File: src/rtl/vrf_read_sequencer.sv
// Purpose: expands one VRF read command into single-word read requests and
//   limits outstanding reads to the read-pipe data-queue depth.
// Latency: first request one cycle after command accept; done one cycle after the last return.
// Backpressure: req_bits hold while req_ready is low; issue stalls at MAX_OUTSTANDING.
// Ports:
//   clock/reset       - single clock, synchronous active-high reset
//   cmd_*             - command handshake (cmd_ready only in IDLE)
//   req_*             - read request stream into the read-pipe enqueue port
//   resp_fire         - read-pipe dequeue handshake (returns one credit)
//   busy/done/err     - status: not idle, completion pulse, sticky stray-return flag
module vrf_read_sequencer #(
  parameter int MAX_OUTSTANDING = 4,
  parameter int COUNT_WIDTH     = 6
) (
  input  logic                   clock,
  input  logic                   reset,
  output logic                   cmd_ready,
  input  logic                   cmd_valid,
  input  logic [4:0]             cmd_bits_vs,
  input  logic [8:0]             cmd_bits_offset,
  input  logic [COUNT_WIDTH-1:0] cmd_bits_count,
  input  logic [3:0]             cmd_bits_readSource,
  input  logic [2:0]             cmd_bits_instructionIndex,
  input  logic                   req_ready,
  output logic                   req_valid,
  output logic [4:0]             req_bits_vs,
  output logic [8:0]             req_bits_offset,
  output logic [3:0]             req_bits_groupIndex,
  output logic [3:0]             req_bits_readSource,
  output logic [2:0]             req_bits_instructionIndex,
  input  logic                   resp_fire,
  output logic                   busy,
  output logic                   done,
  output logic                   err
);

  localparam int OW = $clog2(MAX_OUTSTANDING + 1);
  localparam logic [OW-1:0] MAX_OUT = OW'(MAX_OUTSTANDING);

  typedef enum logic [1:0] {IDLE, ISSUE, DRAIN} state_t;

  state_t                 state, state_nxt;
  logic [COUNT_WIDTH-1:0] remaining;
  logic [OW-1:0]          outstanding;
  logic [4:0]             cur_vs;
  logic [8:0]             cur_offset;
  logic [3:0]             grp;
  logic [3:0]             read_source;
  logic [2:0]             instr_index;
  logic                   done_q;
  logic                   err_q;

  logic cmd_fire, req_fire, last_fire, resp_ok, drain_exit;

  assign cmd_fire   = cmd_valid & cmd_ready;
  assign req_fire   = req_valid & req_ready;
  assign last_fire  = req_fire & (remaining == COUNT_WIDTH'(1));
  // A return only counts against a real outstanding read; otherwise it is stray.
  assign resp_ok    = resp_fire & (outstanding != '0);
  assign drain_exit = (state == DRAIN) &
                      ((outstanding == '0) | ((outstanding == OW'(1)) & resp_fire));

  // State register
  always_ff @(posedge clock) begin
    if (reset) state <= IDLE;
    else       state <= state_nxt;
  end

  // Next-state logic
  always_comb begin
    state_nxt = state;
    case (state)
      IDLE:    if (cmd_fire && cmd_bits_count != '0) state_nxt = ISSUE;
      ISSUE:   if (last_fire) state_nxt = DRAIN;
      DRAIN:   if (drain_exit) state_nxt = IDLE;
      default: state_nxt = IDLE;
    endcase
  end

  // Outputs: req_valid looks only at registered state and credit count so there
  // is no combinational path from req_ready or resp_fire.
  always_comb begin
    cmd_ready = (state == IDLE);
    busy      = (state != IDLE);
    req_valid = (state == ISSUE) && (outstanding < MAX_OUT);
  end

  assign req_bits_vs               = cur_vs;
  assign req_bits_offset           = cur_offset;
  assign req_bits_groupIndex       = grp;
  assign req_bits_readSource       = read_source;
  assign req_bits_instructionIndex = instr_index;
  assign done                      = done_q;
  assign err                       = err_q;

  // Datapath, credit counter and status flags
  always_ff @(posedge clock) begin
    if (reset) begin
      remaining   <= '0;
      outstanding <= '0;
      cur_vs      <= '0;
      cur_offset  <= '0;
      grp         <= '0;
      read_source <= '0;
      instr_index <= '0;
      done_q      <= 1'b0;
      err_q       <= 1'b0;
    end else begin
      if (cmd_fire) begin
        cur_vs      <= cmd_bits_vs;
        cur_offset  <= cmd_bits_offset;
        remaining   <= cmd_bits_count;
        read_source <= cmd_bits_readSource;
        instr_index <= cmd_bits_instructionIndex;
        grp         <= '0;
      end else if (req_fire) begin
        remaining  <= remaining - COUNT_WIDTH'(1);
        grp        <= grp + 4'd1;
        // Offset rolls over into the next register; v31 rolls over to v0.
        cur_offset <= cur_offset + 9'd1;
        if (cur_offset == 9'd511) cur_vs <= cur_vs + 5'd1;
      end

      case ({req_fire, resp_ok})
        2'b10:   outstanding <= outstanding + OW'(1);
        2'b01:   outstanding <= outstanding - OW'(1);
        default: outstanding <= outstanding;
      endcase

      if (resp_fire && outstanding == '0) err_q <= 1'b1;

      // Zero-count commands complete straight from IDLE.
      done_q <= (cmd_fire & (cmd_bits_count == '0)) | drain_exit;
    end
  end

endmodule
File: config.mk
export PLATFORM = sky130hd
export DESIGN_NAME = vrf_read_sequencer
export DESIGN_NICKNAME = d
export VERILOG_FILES = /design/src/rtl/vrf_read_sequencer.sv
export SDC_FILE = /design/constraint.sdc
export NUM_CORES = 1
export LEC_CHECK = 0
export ABC_AREA = 0
export CAP_MARGIN = 30
export CORE_ASPECT_RATIO = 0.8
export CORE_MARGIN = 2
export CORE_UTILIZATION = 46
export DETAILED_ROUTE_END_ITERATION = 8
export GPL_TIMING_DRIVEN = 0
export PLACE_DENSITY = 0.76
export SLEW_MARGIN = 10
export SYNTH_ARGS = -nofsm -noshare
export SYNTH_HDL_FRONTEND = slang
export SYNTH_SLANG_ARGS = --single-unit
File: constraint.sdc
create_clock -name clock -period 2.8 [get_ports clock]
set_clock_uncertainty 0.15 [all_clocks]
set_input_delay 0.84 -clock clock [delete_from_list [all_inputs] [get_ports clock]]
set_output_delay 0.84 -clock clock [all_outputs]
set_load 0.03 [all_outputs]
======== Yosys cells after proc, flatten, opt, wreduce, memory -nomap -nowiden ========
Cells that the tools add are included.
storage, ports and cells
  logic and storage cells ................. 63
  bits of input ports ..................... 32
  output and inout port bits .............. 30
  flip-flop bits (word level) ............. 38
cells by class
  eq/ne operators ......................... 10
  reduce and logical (&&, ||, !) cells .... 15
  muxes and demuxes ....................... 12
  $add $sub $neg .......................... 6
  bitwise operators ....................... 9
  magnitude comparators ................... 1
operator list
  operator                                                             count
  9-bit 2-to-1 mux                                                     2
  5-bit 2-to-1 mux                                                     3
  6-bit 2-to-1 mux                                                     2
  9-bit by 1-bit adder with 9-bit output (second input constant)       1
  9-bit == test (second input constant)                                1
  2-bit nonzero test                                                   4
  1-bit AND                                                            7
  6-bit by 1-bit == test with 1-bit output (second input constant)     1
  6-bit logical NOT                                                    1
  2-bit 2-to-1 mux                                                     3
  2-bit case mux with 3 select lines                                   1
  3-bit case mux with 2 select lines                                   1
  6-bit nonzero test                                                   1
  6-bit by 1-bit subtractor with 6-bit output (second input constant)  1
  5-bit by 1-bit adder with 5-bit output (second input constant)       1
  4-bit by 1-bit adder with 4-bit output (second input constant)       1
  2-bit by 1-bit == test with 1-bit output (second input constant)     2
  2-bit == test (second input constant)                                2
  2-bit inequality test (second input constant)                        2
  3-bit by 1-bit adder with 3-bit output (second input constant)       1
  3-bit by 1-bit == test with 1-bit output (second input constant)     1
  1-bit logical AND                                                    3
  3-bit logical NOT                                                    1
  3-bit < comparator (second input constant)                           1
  other kinds (8)                                                      9

======== Longest topological paths before layout ========
Gate-level depths: netlist (run 1).
  depth after elaboration ................. 6
  mapped depth ............................ 9
  depth with buffers taken out ............ 8

======== Worst setup path after synthesis (run 1) ========
OpenSTA, ideal clock, no wires.
  path kind ............................... in2reg
  start ................................... in req_ready
  end ..................................... reg outstanding[2]
  setup time .............................. 71 ps
  cell stages on the path ................. 7
  slack ................................... 428 ps
  required time ........................... 2,579 ps
  path buffers ............................ 2
  data arrival time ....................... 2,151 ps
  path through ............................ and4bb_1 > buf_6 > inv_4 > buf_6 > ha_1 > or3_1 > a21oi_1
on the way
  word-level cells in the longest chain between the ends .. 3
  elaborated cells between the ends (all ways) .. 5
  those cells by class .................... 2 x eq/ne; 1 x mux; 1 x bitwise; 1 x reduce/logical
RTL lines
  item                                                                       line  RTL
  start, declared                                                            24    input logic req_ready,
  1-bit AND *                                                                56    assign req_fire = req_valid & req_ready;
  2-bit by 1-bit == test with 1-bit output or 2-bit == test (tied branches)  124   case ({req_fire, resp_ok})
  3-bit case mux with 2 select lines or 2-bit nonzero test (tied branches)   n/a
  end signal, assigned                                                       125   2'b10: outstanding <= outstanding + OW'(1);
  end signal, assigned                                                       126   2'b01: outstanding <= outstanding - OW'(1);
  end signal, assigned                                                       127   default: outstanding <= outstanding;
  end, declared                                                              44    logic [OW-1:0] outstanding;
Mark *: on every way between the ends. The rest lies on a longest branch, timed or not.
A chain may end at the register's enable or synchronous reset.

======== Worst setup path in the final report (run 1) ========
Ends and elaborated chain as after synthesis.

==> results of run 1 <==
[worst max-delay path, cell delays in order]
cell and delay [ns]:
clkdlybuf4s50_1 0.49, and4bb_1 0.22, buf_6 0.15, inv_4 0.05
buf_6 0.14, ha_1 0.36, or3_1 0.39, a21oi_1 0.14
[state kept, by name, summed over array words and instances, names as in the netlist, 2 cells and up]
signal                     flops
outstanding                    3
remaining                      6
req_bits_groupIndex            4
req_bits_instructionIndex      3
req_bits_offset                9
req_bits_readSource            4
req_bits_vs                    5
state                          2
[cell usage in the layout (no fill, tap or decap), drive strengths merged, types with 2 or more instances in the layout]
| master | n |
|---|---|
| a211oi | 7 |
| a21oi | 21 |
| a221oi | 3 |
| a22oi | 2 |
| a311oi | 3 |
| a31oi | 4 |
| a32oi | 2 |
| and2 | 5 |
| and3 | 4 |
| buf | 9 |
| clkbuf | 12 |
| clkdlybuf4s50 | 59 |
| dfxtp | 38 |
| ha | 11 |
| inv | 11 |
| mux2i | 3 |
| nand2 | 23 |
| nand3 | 6 |
| nand4 | 5 |
| nor2 | 28 |
| nor3 | 9 |
| nor4 | 2 |
| o21ai | 10 |
| or3 | 3 |
| xnor2 | 4 |
| xor2 | 6 |
[metal layers]
metal  share of wire, %  vias to the layer above  wire [µm]
met5                  0                        -          0
met4                1.2                        0         62
met3                6.8                        7        351
met2                 43                       68       2230
met1                 49                      890       2520
li1                   -                      956          -
[final timing paths]
kind | end | slack, ns | cells after the start
min reg2reg | req_bits_readSource[0]$_SDFFE_PP0P_ | 0.30 | 2
max | outstanding[2]$_SDFFE_PP0P_ | 0.09 | 8
max reg2reg | req_bits_vs[0]$_SDFFE_PP0P_ | 0.41 | 8
min | req_bits_readSource[0]$_SDFFE_PP0P_ | 0.30 | 2
[stage by stage]
step / cells / util (%) / power (µW)
6_report: 359 / 65.9 / 1540
5_1_grt: 359 / 65.9 / 1640
4_1_cts: 359 / 65.8 / 1550
3_5_place_dp: 351 / 63.6 / 1170
3_3_place_gp: 351 / 63.6 / 1150
2_1_floorplan: 234 / - / 985
[cells by family (layout without fill, tap and decap cells)]
| kind of cell | after synthesis | count (layout) | synth area share [%] |
|---|---|---|---|
| muxes | 3 | 3 | 1.54 |
| buffers and inverters | 25 | 93 | 6.22 |
| DFF | 38 | 38 | 39.0 |
| xor gates and xnor gates | 10 | 10 | 4.49 |
| AOI/OAI and AO/OA | 55 | 55 | 17.8 |
| adders and majority gates | 11 | 11 | 7.05 |
| and+or+nand+nor | 92 | 92 | 24.0 |
[where the power goes]
group          internal [µW]  switching (µW)  leakage [µW]
logic                    226             278      0.000673
registers                597            52.4      0.000312
clock network            199             191     0.0000482
[layout make-up]
type	instances	area [µm²]	area share (%)
inverters	11	43.8	1.61
clock inverters	1	5.00	0.184
plain buffers	14	77.6	2.85
flip-flops and latches	38	761	28.0
well taps	57	71.3	2.62
multi-input cells	171	1070	39.4
clock buffers	7	86.3	3.18
repair buffers	60	603	22.2
==> results.tsv, run 1 <==
metric	value	unit
numCtsBuffers	5	
synthFlopType	dfxtp_1	
port_buffers	60	
row_count	21	
met3_usage	4.51	%
ys_seq_area_share	39.0	%
area_growth	39.2	%
critPathArrivalTime	2.78	ns
grt_pass1_vias	1811	
crit_path_start_kind	input port	
timing.final.hold_violations	0	
vias_per_cell	5.35	
fp.dieW	76.8	µm
fp.coreArea	4130	µm²
worstMarginPinSlew	0.543	ns
slew_viol_final	0	
path_clk_slew	0.08	ns
drtAntennaViolNets	0	
post-place-ws	-0.207	ns
grt_max_degree	12	
dieHeight	62.3	µm
hold_slack	0.304	ns
cts_sinks	38	
setup_viol	0	
syn-num-nets	277	
grt_busiest_layer	met2	
p_leak	0.00103	µW
synth_top_area_share	39.0	%
clock.fmax	0.369	GHz
ys_types	43	
avgSynthCellArea	8.34	µm²
worst_skew_pair.late_latency	0.29	ns
timing.rr.start	req_bits_offset[0]$_SDFFE_PP0P_	
cts_tree	yes	
drtIter0Drc	133	
crit_type	in2reg	
async_flop_share	0	%
grt_pass1_wl	8800	µm
grt_remaining_overflow	0	
post_drt_wl_per_cell	14.4	µm
grt_use_total	22.7	%
startpoint	req_ready	
placed_area	2620	µm²
clockRootBuffer	clkbuf_8	
cts_resized	0	
rsz0062_at_grt	no	
cp.required	2.87	ns
final_area	2720	µm²
postCtsSetupRepairBufs	0	
setup_slack	0.0921	ns
antenna_cells	0	
synth_area	1950	µm²
die_area	4780	µm²
synth-edff-count	0	
io_pins	62	
critical_path.max_fanout	10	
ys_ff_latch	38	
pwr_density_cell	568	nW/µm²
period_share	96.7	%
synth_commonest_cells	dfxtp_1 (38), nor2_1 (28), nand2_1 (23), a21oi_1 (21), ha_1 (11)	
period_needed	2.71	ns
hpwl	3790	µm
ys_warn_count	0	
status	finished clean	
synth.most_common_cell	dfxtp_1	
drive_gt1_share	6.95	%
tns	0	ns
final_nets	344	
clockBufferDepth	2	
num-fill-cells	385	
crit_path_end_kind	flop	
hp-class	reg2reg	
route.vias.total	1921	
min-delay-start	req_bits_readSource[0]$_SDFFE_PP0P_	
use_met1	33.0	%
ctsHoldBuffers	0	
drt-pass1-iter-count	4	
synthTopCellsByArea	dfxtp_1 (39%), ha_1 (7.1%), a21oi_1 (5.4%), nor2_1 (5.4%), nand2_1 (4.4%)	
peakVddDrop	348	µV
synthCells	234	
cap_viol_max_count	0	
antenna_found_initial	0	
initial_core_util	47.3	%
globalRouteMet2Util	34.4	%
drc	0	
place_congestion	0.842	
maxSlewHeadroom	63.8	%
htreeDepth	2	
synth_largest_area_cell	dfxtp_1	
wl	5170	µm
No activity file was read; power rests on OpenSTA's default activity.
==> inputs of run 2 (changes only) <==
--- a/config.mk
+++ b/config.mk
@@ -6,7 +6,6 @@
 export NUM_CORES = 1
 export LEC_CHECK = 0
 export ABC_AREA = 0
-export CAP_MARGIN = 30
 export CORE_ASPECT_RATIO = 0.8
 export CORE_MARGIN = 2
 export CORE_UTILIZATION = 46
==> results of run 2 <==
The final DEF is identical to that of run 1; final timing and power are the same.
